$ cat src/rtl/div_unit.sv
// Iterative radix-2 restoring divider for MIPS DIV/DIVU.
//
// The execute stage holds start_i until it has consumed the result. The operands are
// captured on the first IDLE edge that sees start_i. The next edge either flags a
// divide-by-zero or loads the shift register with the operand magnitudes. After that,
// 32 restoring steps run, one per edge. The sign fix-up is folded into the last step.
// ready_o stays high and result_o stays stable until start_i drops or annul_i is seen.
//
// Ports:
//   clk           system clock, all state updates on the rising edge
//   rst           synchronous active-high reset
//   start_i       divide request, held until the result is consumed
//   annul_i       abandon the current divide (flush / exception)
//   signed_div_i  1 = DIV (signed), 0 = DIVU
//   dividend_i    rs operand
//   divisor_i     rt operand
//   result_o      {remainder, quotient}: [63:32] -> hi, [31:0] -> lo
//   ready_o       result_o valid
module div_unit (
  input  logic        clk,
  input  logic        rst,
  input  logic        start_i,
  input  logic        annul_i,
  input  logic        signed_div_i,
  input  logic [31:0] dividend_i,
  input  logic [31:0] divisor_i,
  output logic [63:0] result_o,
  output logic        ready_o
);

  typedef enum logic [1:0] {StIdle, StByZero, StOn, StEnd} state_e;

  state_e      state_q, state_d;
  // Set in IDLE once the operands are captured. The next edge decides between the
  // zero path and the divide path.
  logic        pending_q, pending_d;
  logic        signed_q, signed_d;
  logic [31:0] dividend_q, dividend_d;
  logic [31:0] divisor_q, divisor_d;
  logic [32:0] rem_q, rem_d;
  logic [31:0] quo_q, quo_d;
  logic [4:0]  cnt_q, cnt_d;
  logic [63:0] result_q, result_d;

  logic [31:0] dvd_abs, dsr_abs;
  logic [32:0] rem_sh;
  logic [31:0] quo_sh;
  logic [33:0] diff;
  logic [32:0] rem_step;
  logic [31:0] quo_step;
  logic [31:0] quo_fix, rem_fix;

  // Magnitudes use 32-bit negation, so 0x80000000 maps to itself.
  // That value is also the correct unsigned magnitude.
  always_comb begin
    dvd_abs = (signed_q && dividend_q[31]) ? (32'd0 - dividend_q) : dividend_q;
    dsr_abs = (signed_q && divisor_q[31])  ? (32'd0 - divisor_q)  : divisor_q;
  end

  // One restoring step on {rem, quo}.
  always_comb begin
    rem_sh = {rem_q[31:0], quo_q[31]};
    quo_sh = {quo_q[30:0], 1'b0};
    diff   = {1'b0, rem_sh} - {2'b00, dsr_abs};
    if (!diff[33]) begin
      rem_step = diff[32:0];
      quo_step = quo_sh | 32'd1;
    end else begin
      rem_step = rem_sh;
      quo_step = quo_sh;
    end
  end

  // Sign fix-up. The remainder follows the dividend's sign. The quotient is negated
  // when the operand signs differ. 0x80000000 / -1 therefore wraps to 0x80000000.
  always_comb begin
    quo_fix = (signed_q && (dividend_q[31] ^ divisor_q[31])) ? (32'd0 - quo_step) : quo_step;
    rem_fix = (signed_q && dividend_q[31]) ? (32'd0 - rem_step[31:0]) : rem_step[31:0];
  end

  always_comb begin
    state_d    = state_q;
    pending_d  = pending_q;
    signed_d   = signed_q;
    dividend_d = dividend_q;
    divisor_d  = divisor_q;
    rem_d      = rem_q;
    quo_d      = quo_q;
    cnt_d      = cnt_q;
    result_d   = result_q;

    unique case (state_q)
      StIdle: begin
        if (annul_i) begin
          pending_d = 1'b0;
        end else if (pending_q) begin
          pending_d = 1'b0;
          if (divisor_q == 32'd0) begin
            state_d = StByZero;
          end else begin
            state_d = StOn;
            cnt_d   = 5'd0;
            rem_d   = 33'd0;
            quo_d   = dvd_abs;
          end
        end else if (start_i) begin
          pending_d  = 1'b1;
          signed_d   = signed_div_i;
          dividend_d = dividend_i;
          divisor_d  = divisor_i;
        end
      end
      StByZero: begin
        if (annul_i) begin
          state_d = StIdle;
        end else begin
          state_d  = StEnd;
          result_d = 64'd0;
        end
      end
      StOn: begin
        if (annul_i) begin
          state_d = StIdle;
        end else begin
          rem_d = rem_step;
          quo_d = quo_step;
          cnt_d = cnt_q + 5'd1;
          if (cnt_q == 5'd31) begin
            state_d  = StEnd;
            result_d = {rem_fix, quo_fix};
          end
        end
      end
      StEnd: begin
        if (annul_i || !start_i) begin
          state_d  = StIdle;
          result_d = 64'd0;
        end
      end
      default: state_d = StIdle;
    endcase
  end

  always_ff @(posedge clk) begin
    if (rst) begin
      state_q    <= StIdle;
      pending_q  <= 1'b0;
      signed_q   <= 1'b0;
      dividend_q <= 32'd0;
      divisor_q  <= 32'd0;
      rem_q      <= 33'd0;
      quo_q      <= 32'd0;
      cnt_q      <= 5'd0;
      result_q   <= 64'd0;
    end else begin
      state_q    <= state_d;
      pending_q  <= pending_d;
      signed_q   <= signed_d;
      dividend_q <= dividend_d;
      divisor_q  <= divisor_d;
      rem_q      <= rem_d;
      quo_q      <= quo_d;
      cnt_q      <= cnt_d;
      result_q   <= result_d;
    end
  end

  assign ready_o  = (state_q == StEnd);
  assign result_o = result_q;

endmodule

$ cat config.mk
export PLATFORM = sky130hd
export DESIGN_NAME = div_unit
export DESIGN_NICKNAME = d
export VERILOG_FILES = /design/src/rtl/div_unit.sv
export SDC_FILE = /design/constraint.sdc
export NUM_CORES = 1
export LEC_CHECK = 0
export BUFFER_PORTS_ARGS = -buffer_cell sky130_fd_sc_hd__buf_4
export CORE_MARGIN = 3
export CORE_UTILIZATION = 45
export CTS_BUF_LIST = sky130_fd_sc_hd__clkbuf_2 sky130_fd_sc_hd__clkbuf_4 sky130_fd_sc_hd__clkbuf_8
export CTS_CLUSTER_DIAMETER = 30
export CTS_CLUSTER_SIZE = 28
export DETAILED_ROUTE_END_ITERATION = 16
export PLACE_DENSITY = 0.74
export SETUP_SLACK_MARGIN = 0.2
export SLEW_MARGIN = 15
export SYNTH_ARGS = -nofsm -noshare
export SYNTH_HDL_FRONTEND = slang
export SYNTH_SLANG_ARGS = --single-unit
$ cat constraint.sdc
create_clock -name clk -period 13.35 [get_ports clk]
set_input_delay 2.0025 -clock clk [delete_from_list [all_inputs] [get_ports clk]]
set_output_delay 2.0025 -clock clk [all_outputs]
set_load 0.02 [all_outputs]
# After elaboration in Yosys (flattened, before gate mapping)
# Cells that the tools add are included.
# totals
reg_bits,201
out_inout_bits,65
elab_cells,80
# classes
addsub,6
eq_ne,12
mux,37
bitwise_logic,3
n_reduce_logical,13
# ops
cell,count
$mux W32,13
$mux W64,4
$pmux W64 S3,1
$pmux W32 S2,2
$sub A1 B32 Y32 const A,4
$sub A33 B32 Y34,1
$logic_not A32 Y1,1
$mux W5,4
$mux W2,7
$ne A2 B2 Y1 const B,6
$pmux W5 S2,1
$reduce_and A5 Y1,2
$pmux W2 S4,1
$reduce_and A4 Y1,2
$add A5 B1 Y5 const B,1
$eq A5 B5 Y1 const B,1
$eq A2 B2 Y1 const B,2
$mux W1,4
$logic_and A1 B1 Y1,3
$ne A3 B3 Y1 const B,1
$reduce_bool A3 Y1,1
$eq A2 B1 Y1 const B,1
$logic_not A2 Y1,1
$ne A2 B1 Y1 const B,1
other kinds (5),6

# Logic depth before layout (Yosys ltp)
# Gate-level depths: netlist of run 1.
# depth
ltp_word,9
ltp_mapped,33
mapped_depth_nobuf,29

# Worst setup path before layout of run 1
# No wires, ideal clock.
# synth_timing
path_kind,register to register
startpoint,reg divisor_q[6]
endpoint,reg result_q[54] (netlist: result_o[54])
setup_ns,0.117
t_arrival_ns,5.629
slack_ns,7.605
path_stages_with_launch,29
n_path_buf,4
cell_sequence,dfxtp_1 > nor3_1 > nand2b_1 > or4_1 > nor4_2 > nand2_1 > o41ai_1 > xor2_1 > ha_1 > a21oi_1 > o21ai_0 > a211oi_1 > o311a_1 > buf_2 > nand2_4 > buf_2 > buf_2 > buf_2 > nand2_1 > o21ai_0 > ha_1 > nand2_1 > nor2_1 > a41oi_1 > or3_4 > nor3_2 > a21oi_1 > xnor2_1 > a22o_1
# synth_via
elab_chain_len,9
# synth_lines
element,line,source
"start, declared",39,"logic [31:0] divisor_q, divisor_d;"
"start signal, assigned",160,divisor_q <= divisor_d;
$sub A1 B32 Y32,57,dsr_abs = (signed_q && divisor_q[31]) ? (32'd0 - divisor_q) : divisor_q;
$mux W32 *,57,
$sub A33 B32 Y34 *,64,"diff = {1'b0, rem_sh} - {2'b00, dsr_abs};"
$mux W32 *,65,if (!diff[33]) begin
$sub A1 B32 Y32,78,rem_fix = (signed_q && dividend_q[31]) ? (32'd0 - rem_step[31:0]) : rem_step[31:0];
$mux W32 *,78,
$mux W64 *,128,if (cnt_q == 5'd31) begin
$mux W64 *,122,if (annul_i) begin
$pmux W64 S3 *,92,unique case (state_q)
"end signal, assigned",164,result_q <= result_d;
"end, declared",43,"logic [63:0] result_q, result_d;"
# Every way passes the cells marked *; elsewhere a longest branch is shown, timed or not. The select of a mux whose other input is x is not followed.
# A chain may end at the register's enable or synchronous reset.

# Final worst setup path of run 1
# layout_timing
startpoint,reg divisor_q[6]
endpoint,reg result_q[30] (netlist: result_o[30])
# layout_via
elab_chain_len,9
# layout_lines
element,line,source
$sub A1 B32 Y32,57,
$mux W32 *,57,
$sub A33 B32 Y34 *,64,
$mux W1 *,65,
$sub A1 B32 Y32 *,77,quo_fix = (signed_q && (dividend_q[31] ^ divisor_q[31])) ? (32'd0 - quo_step) : quo_step;
$mux W32 *,77,
$mux W64 *,128,
$mux W64 *,122,
$pmux W64 S3 *,92,
# Marked as above.

==> results.md, run 1 <==
- Ports: 134
- Vias in the first global route: 10900
- Outcome: complete, no violations
- Transition time at the pin with the least slew margin: between 1 and 1.5 ns
- CP max stage delay: roughly 0.58 ns
- Row count: 60
- Max H-tree Level: 2
- Most common cell after layout, fill and taps aside: sky130_fd_sc_hd__nand2_1
- Register clock-pin slew on the reported worst setup and hold paths: 0.06 ns
- Post-Synthesis Net Count: between 1500 and 2000
- Clock latency at the later pin of the worst-skew pair: 0.57 ns
- Setup_tns: 0 ns
- Highest-delay cell along the critical path: sky130_fd_sc_hd__inv_2
- Remaining routing DRC violations: 0
- Leakage power: 5.80 nW
- Diodes inserted: 0
- Final net count: 1866
- HP Start: cnt_q[4]
- Crit Path Category: reg -> reg
- Critical path launch point: divisor_q[6]
- Primary flip-flop cell chosen by synthesis mapping: sky130_fd_sc_hd__dfxtp_1
- Post-CTS Hold Buffers: 0
- CP Launch Type: flop
- Worst flop-to-flop path endpoint: result_o[30]
- Depth of the worst hold-timing path: 2
- Power Density: 175 mW/mm2
- Hold Crit Class: reg -> reg
- Routed wire per std cell: 17.0 um
- Type of element capturing the critical path: flop
- Min cycle time layout: 6.65 ns
- Core area: 0.0270 mm2
- Hold Fails Final Rpt: 0
- Pin count of the biggest net entering global routing: a little over 90
- Leading cell types in the layout, fill and taps excluded: sky130_fd_sc_hd__nand2_1, sky130_fd_sc_hd__dfxtp_1, sky130_fd_sc_hd__a21oi_1, sky130_fd_sc_hd__nor2_1, sky130_fd_sc_hd__buf_4
- Detailed router's first-iteration violation count: roughly 1200
- Total routing usage reported by global routing: a little under a quarter
- Max-slew violation count: 0
- Placed wire-length estimate after detailed placement: 26700 um
- Number of routed nets with antenna violations: 0
- Share of the synthesized area in the top cell type: around 32%
- Post-synthesis sequential area ratio: 32.5%
- Fin cells: approximately 2100
- Share of final-layout standard cells stronger than drive strength 1: 14.4%
- Overall power: between 2 and 3 mW
- Number of placed instances with taps included: approximately 2100
- Cell repeated most along the worst path: sky130_fd_sc_hd__o21ai_0
- Synth area leaders: sky130_fd_sc_hd__dfxtp_1, sky130_fd_sc_hd__nand2_1, sky130_fd_sc_hd__a21oi_1, sky130_fd_sc_hd__xnor2_1, sky130_fd_sc_hd__nor2_1
- Series of cell instances along the critical path: nor3_1 -> nand2b_1 -> or4_1 -> nor4_2 -> nand2_1 -> o41ai_1 -> xor2_1 -> ha_1 -> a21oi_1 -> o21ai_0 -> a211oi_1 -> o311a_1 -> nand2_4 -> inv_2 -> ha_1 -> nand3_1 -> o21ai_0 -> o21ai_0 -> nor2_1 -> nand2_1 -> xor2_1 -> a22oi_1 -> nor2_1
- Capture endpoint of the worst hold path: cnt_q[4]
- Maximum count of clock buffers along a single path: 3
- Number of library cell types mapped by synthesis: 80
- Final worst clock skew: between 0.02 and 0.025 ns
- TritonCTS clock tree: built
- Chip Width: 172 um
- Data required, critical path: 13.78 ns
- Worst slew margin: between 20 and 30%
- Reg2Reg Launch Point: divisor_q[6]
- Post CTS Setup Buffer Count: 0
- Wire length of the first global-routing pass: 57100 um
- Starting utilization of the core area: 45.9%
- Share of the cycle needed by the critical path after routing: 49.8%
- RSZ-0062 raised after global routing: false
- Count of final setup violators: 0
- Detailed-router iteration count before antenna repair: 5
- Length in cells of the worst reg-to-reg path: 23
- Root buffer selected by CTS: sky130_fd_sc_hd__clkbuf_8
- CP max FO: 42
- Post-cts resize count: 0
- Total of flip-flops plus latches after synthesis: 201
- Mean instance size in the synthesized netlist: 7.44 um2
- Post-synthesis instance area: 0.0124 mm2
- Library cell with the largest summed area after synthesis: sky130_fd_sc_hd__dfxtp_1
- Y dimension of the die: approximately 170 um
- Post-layout utilization of the core: 53.6%
- Async SR Flop Fraction: 0%
- Routed via count divided by cell count: 5.72
- Layout overhead on the synthesized area: 16.9%
- Detailed-route wire length: 36100 um
- Cells after Synth: ~1700
- CTS sink count: 201
- Fmax: 150 MHz
- GRT Residual Overflow: 0
- Largest voltage drop on the vdd net: 78.8 uV
- TritonCTS buffer count: 42
- EDFF count, synth: 0
- Flop-to-flop setup slack: 6.70 ns
- Antenna violations before repair: 0
- Warning count from the yosys run: 0
- IO Port Bufs: about 130
- Gpl congestion: 0.913
- Max-cap violation count: 0
- Arrival time of the worst setup path: roughly 7.1 ns
- Die area: just under 0.03 mm2
- Number of vias after detailed routing: 12200
through the flow:
stage / setup WS (ns) / cell area [um2] / hold WS (ns)
2_1_floorplan: 7.60 / 12400 / 0.436
3_3_place_gp: 6.99 / 13500 / 0.444
3_5_place_dp: 6.78 / 13500 / 0.453
4_1_cts: 6.74 / 14500 / 0.463
5_1_grt: 5.98 / 14500 / 0.487
6_report: 6.70 / 14500 / 0.463
Yosys cell counts, types with 10 or more instances:
| master | instances |
|---|---|
| sky130_fd_sc_hd__nor2_1 | 158 |
| sky130_fd_sc_hd__o31ai_1 | 18 |
| sky130_fd_sc_hd__xnor2_1 | 74 |
| sky130_fd_sc_hd__ha_1 | 43 |
| sky130_fd_sc_hd__a31oi_1 | 12 |
| sky130_fd_sc_hd__xor2_1 | 66 |
| sky130_fd_sc_hd__nand2_1 | 326 |
| sky130_fd_sc_hd__nor3_1 | 26 |
| sky130_fd_sc_hd__or3_1 | 22 |
| sky130_fd_sc_hd__a21oi_1 | 192 |
| sky130_fd_sc_hd__nor4_1 | 14 |
| sky130_fd_sc_hd__mux2i_1 | 14 |
| sky130_fd_sc_hd__and3_1 | 12 |
| sky130_fd_sc_hd__a22o_1 | 19 |
| sky130_fd_sc_hd__inv_1 | 27 |
| sky130_fd_sc_hd__or4_1 | 10 |
| sky130_fd_sc_hd__buf_2 | 23 |
| sky130_fd_sc_hd__nand3_1 | 28 |
| sky130_fd_sc_hd__nand2b_1 | 11 |
| sky130_fd_sc_hd__o21ai_0 | 86 |
| sky130_fd_sc_hd__clkbuf_1 | 73 |
| sky130_fd_sc_hd__a211oi_1 | 12 |
| sky130_fd_sc_hd__o211ai_1 | 24 |
| sky130_fd_sc_hd__dfxtp_1 | 201 |
| sky130_fd_sc_hd__a22oi_1 | 46 |
registers in the layout, indices dropped and copies added, names as in the netlist:
| name | flops |
|---|---|
| pending_q | 1 |
| divisor_q | 32 |
| rem_q | 32 |
| result_o | 64 |
| quo_q | 32 |
| signed_q | 1 |
| state_q | 2 |
| cnt_q | 5 |
| dividend_q | 32 |
metal layers:
layer,routed length (um),track usage [%]
met5,0,0
met4,848,7.08
met3,3080,3.70
met2,14400,32.4
met1,17700,37.4
area by class of cell:
cell class	instances	area (um2)
Timing Repair Buffer	147	1100
Inverter	28	105
Clock inverter	26	304
Sequential cell	201	4020
Fill cell	2639	12500
Tap cell	341	427
Multi-Input combinational cell	1333	7860
Clock buffer	51	671
worst max-delay path: cells and delay by family (launching register included):
family | cells | cell delay [ns]
buffers and inverters | 1 | 0.58
adders and majority gates | 2 | 0.71
AOI/OAI and AO/OA | 8 | 2.17
DFF | 1 | 0.33
and+or+nand+nor | 10 | 2.34
xor gates and xnor gates | 2 | 0.36
worst max path at each step:
stage | end | slack, ns | depth (start not counted)
3_3_place_gp | result_o[30] | 6.99 | 23
2_1_floorplan | result_o[54] | 7.60 | 28
4_1_cts | result_o[30] | 6.74 | 23
5_1_grt | result_o[30] | 5.98 | 23
3_5_place_dp | result_o[30] | 6.78 | 23
6_report | result_o[30] | 6.70 | 23
report_power, final:
| group | switching, mW | internal, mW |
|---|---|---|
| Clock | 0.316 | 0.428 |
| Combinational | 0.738 | 0.375 |
| Sequential | 0.0474 | 0.636 |
| Total | 1.10 | 1.44 |
cells by family (layout without fill, tap and decap cells):
| family | count (synthesis) | in the layout | synth area share [%] |
|---|---|---|---|
| AOI/OAI and AO/OA | 485 | 485 | 24.5 |
| xor gates and xnor gates | 140 | 140 | 9.89 |
| adders and majority gates | 44 | 44 | 4.50 |
| buffers and inverters | 132 | 252 | 4.29 |
| DFF | 201 | 201 | 32.5 |
| muxes | 16 | 16 | 1.31 |
| and+or+nand+nor | 648 | 648 | 23.0 |
Power figures use the tool's default switching activity.
==> run 2, diff against run 1 <==
- clock period: 13.35 -> 6.6 ns (I/O delays scaled with it)
==> run 2 against run 1 <==
Compared with the run above: critical path depth is 2 lower; clock skew rose by 0.0050 ns; sequential share of layout area decreased by 0.19 points; sequential power up 100%; clock power up 110%; first-iteration DRC count decreased by 18%; combinational power is 110% higher; worst setup slack lost 6.0 ns; cell count grew 0.24%; global-route usage fell by 0.60 points; routed wire length fell by 0.42%.
==> results.md, run 2 (synthesis gave the netlist of run 1 again) <==
- Outcome: complete, no violations
- Crit Path Category: reg -> reg
- Storage cell area: 0.00402 mm2 (unchanged)
- Register clock-pin slew on the reported worst setup and hold paths: 0.06 ns (about the same)
- Hold Fails Final Rpt: 0 (unchanged)
- CP Launch Type: flop
- Chip Width: 172 um (unchanged)
- Ports: 134 (unchanged)
- RSZ-0062 raised after global routing: false
- Total routing usage reported by global routing: 23.0% (-0.60 points)
- Power Density: 357 mW/mm2 (+100%)
- Largest voltage drop on the vdd net: 180 uV (+130%)
- Number of routed nets with antenna violations: 0 (unchanged)
- Setup_tns: 0 ns (unchanged)
- Relative contribution of combinational cells to total power: 44.0% (+0.2 points)
- Root buffer selected by CTS: sky130_fd_sc_hd__clkbuf_8
- Detailed-route wire length: 35900 um (-0.42%)
- Flip-flop count of the largest register after layout: 64 (unchanged)
- Worst flop-to-flop path endpoint: result_o[61]
- Number of vias after detailed routing: 12100 (-0.34%)
- Filler instances: 2542 (-3.7%)
- Detailed-router iteration count before antenna repair: 5 (unchanged)
- Switching power: 2.24 mW (+100%)
- Count of final setup violators: 0 (unchanged)
- Overall power: 5.21 mW (+110%)
- Data required, critical path: 7.03 ns (-6.75 ns)
- Routed wire per std cell: 16.8 um (-0.65%)
- Most common cell after layout, fill and taps aside: sky130_fd_sc_hd__nand2_1
- Max-cap violation count: 0 (unchanged)
- Final net count: 1870 (+0.21%)
- CTS sink count: 201 (unchanged)
- TritonCTS clock tree: built
- Die area: 0.0296 mm2 (unchanged)
- Length in cells of the worst reg-to-reg path: 21 (-8.7%)
- Hold WS: 0.461 ns (-0.00191 ns)
- Remaining routing DRC violations: 0 (unchanged)
- Layout overhead on the synthesized area: 17.8%
- Antenna violations before repair: 0 (unchanged)
- Worst Slack Setup Final: 0.749 ns (-5.95 ns)
- Pin count of the biggest net entering global routing: 105 (+14%)
- Net switching fraction of the power: 43.0% (-0.37 points)
- Diodes inserted: 0 (unchanged)
- P_int: 2.97 mW (+110%)
- Clock group share of total power: 29.4% (about the same)
- Reg2Reg Launch Point: divisor_q[7]
- GRT Residual Overflow: 0 (unchanged)
- Post-layout utilization of the core: 54.0% (+0.38 points)
- Max-slew violation count: 0 (unchanged)
- Starting utilization of the core area: 45.9% (unchanged)
- Vias in the first global route: 10700 (-2.1%)
- Leakage power: 5.85 nW (+0.90%)
- TritonCTS buffer count: 45 (+7.1%)
- Type of element capturing the critical path: flop
- Combined area of the multi-input logic cells: 0.00790 mm2 (+0.49%)
- IO Port Bufs: 133 (unchanged)
- Gpl congestion: 0.950 (+4.1%)
- Fmax: 171 MHz (+14%)
- Detailed router's first-iteration violation count: 944 (-18%)
- Min cycle time layout: 5.85 ns (-0.800 ns)
- Core area: 0.0270 mm2 (unchanged)
- Share of final-layout standard cells stronger than drive strength 1: 15.0% (+0.57 points)
- Routed via count divided by cell count: 5.69 (-0.58%)
- Wire length of the first global-routing pass: 55800 um (-2.3%)
- End point of the critical path: result_o[61]
- Row count: 60 (unchanged)
- Leading cell types in the layout, fill and taps excluded: sky130_fd_sc_hd__nand2_1, sky130_fd_sc_hd__dfxtp_1, sky130_fd_sc_hd__a21oi_1, sky130_fd_sc_hd__nor2_1, sky130_fd_sc_hd__buf_4
- Max H-tree Level: 2 (unchanged)
- Maximum count of clock buffers along a single path: 3 (unchanged)
- Final worst clock skew: 0.0272 ns (+0.00502 ns)
- Flop-to-flop setup slack: 0.75 ns (-5.95 ns)
- Worst slew margin: 27.3% (+1.6 points)
- Y dimension of the die: 172 um (unchanged)
- Post CTS Setup Buffer Count: 0 (unchanged)
- Share of the cycle needed by the critical path after routing: 88.7% (+39 points)
- Critical path launch point: divisor_q[7]
- Placed wire-length estimate after detailed placement: 26300 um (-1.5%)
- CP max FO: 33 (-21%)
- Transition time at the pin with the least slew margin: 1.09 ns (-0.0233 ns)
- Clock latency at the later pin of the worst-skew pair: 0.56 ns (about the same)
- Share of total power in sequential cells: 26.6% (-0.3 points)
- Arrival time of the worst setup path: 6.28 ns (-0.80 ns)
- Post-Place Setup Slack: 0.474 ns (-6.30 ns)
- Hold Crit Class: reg -> reg
## run 2: power groups by stage
stage                     clock (mW)  combinational, mW  sequential, mW
after detailed placement           0               2.22            1.41
after global placement             0               2.18            1.40
after floorplan                    0               1.69            1.38
final                           1.53               2.29            1.38
after global routing            1.62               2.52            1.39
after CTS                       1.56               2.23            1.38
## run 2: per-stage QoR
stage / instance area, um2 / cells
floorplan: 12400 / 1666
global placement: 13500 / 2050
detailed placement: 13500 / 2050
CTS: 14500 / 2131
global route: 14600 / 2132
finish: 14600 / 2132
## run 2: how the worst min path moves through the flow
stage / depth (start not counted) / slack, ns / end / startpoint
global placement: 2 / 0.44 / result_o[44] / result_o[44]
CTS: 2 / 0.46 / result_o[44] / result_o[44]
floorplan: 2 / 0.44 / cnt_q[4] / cnt_q[4]
detailed placement: 2 / 0.45 / result_o[44] / result_o[44]
global route: 2 / 0.50 / rem_q[27] / rem_q[27]
finish: 2 / 0.46 / result_o[44] / result_o[44]
## run 2: what timing repair did
item                       4_1_cts  5_1_grt
setup endpoints to repair        0       17
resized for setup                0        9
hold buffers                     0        0
## run 2: final cells by class
cell class | count | share of cell area (%)
flip-flops and latches | 201 | 27.6
multi-input cells | 1333 | 54.1
clock inverters | 24 | 1.72
well taps | 341 | 2.92
clock buffers | 57 | 5.25
repair buffers | 148 | 7.70
inverters | 28 | 0.720
## run 2: worst max-delay path, cell delays in order (launching register included)
cell                       delay [ns]
sky130_fd_sc_hd__dfxtp_1         0.34
sky130_fd_sc_hd__nor3_1          0.23
sky130_fd_sc_hd__nand2b_1        0.11
sky130_fd_sc_hd__or4_1           0.58
sky130_fd_sc_hd__nor4_4          0.26
sky130_fd_sc_hd__nand2_1         0.16
sky130_fd_sc_hd__nor2_1          0.19
sky130_fd_sc_hd__a21oi_1         0.11
sky130_fd_sc_hd__xnor2_1         0.19
sky130_fd_sc_hd__ha_1            0.37
sky130_fd_sc_hd__nand4b_1        0.18
sky130_fd_sc_hd__nor3_1          0.25
sky130_fd_sc_hd__and3_1          0.20
sky130_fd_sc_hd__a21bo_1         0.32
sky130_fd_sc_hd__nand2_4         0.19
sky130_fd_sc_hd__buf_4           0.43
sky130_fd_sc_hd__mux2_2          0.43
sky130_fd_sc_hd__nor3_1          0.30
sky130_fd_sc_hd__nor2b_1         0.24
sky130_fd_sc_hd__a41oi_1         0.17
sky130_fd_sc_hd__xor2_1          0.21
sky130_fd_sc_hd__a22o_1          0.22
## run 2: per-layer routing
metal	vias up	routed length (um)	global-route usage, %
li1	6072	-	-
met1	5573	17800	35.8
met2	447	14500	32.2
met3	42	3030	5.17
met4	0	531	5.00
met5	-	0	0
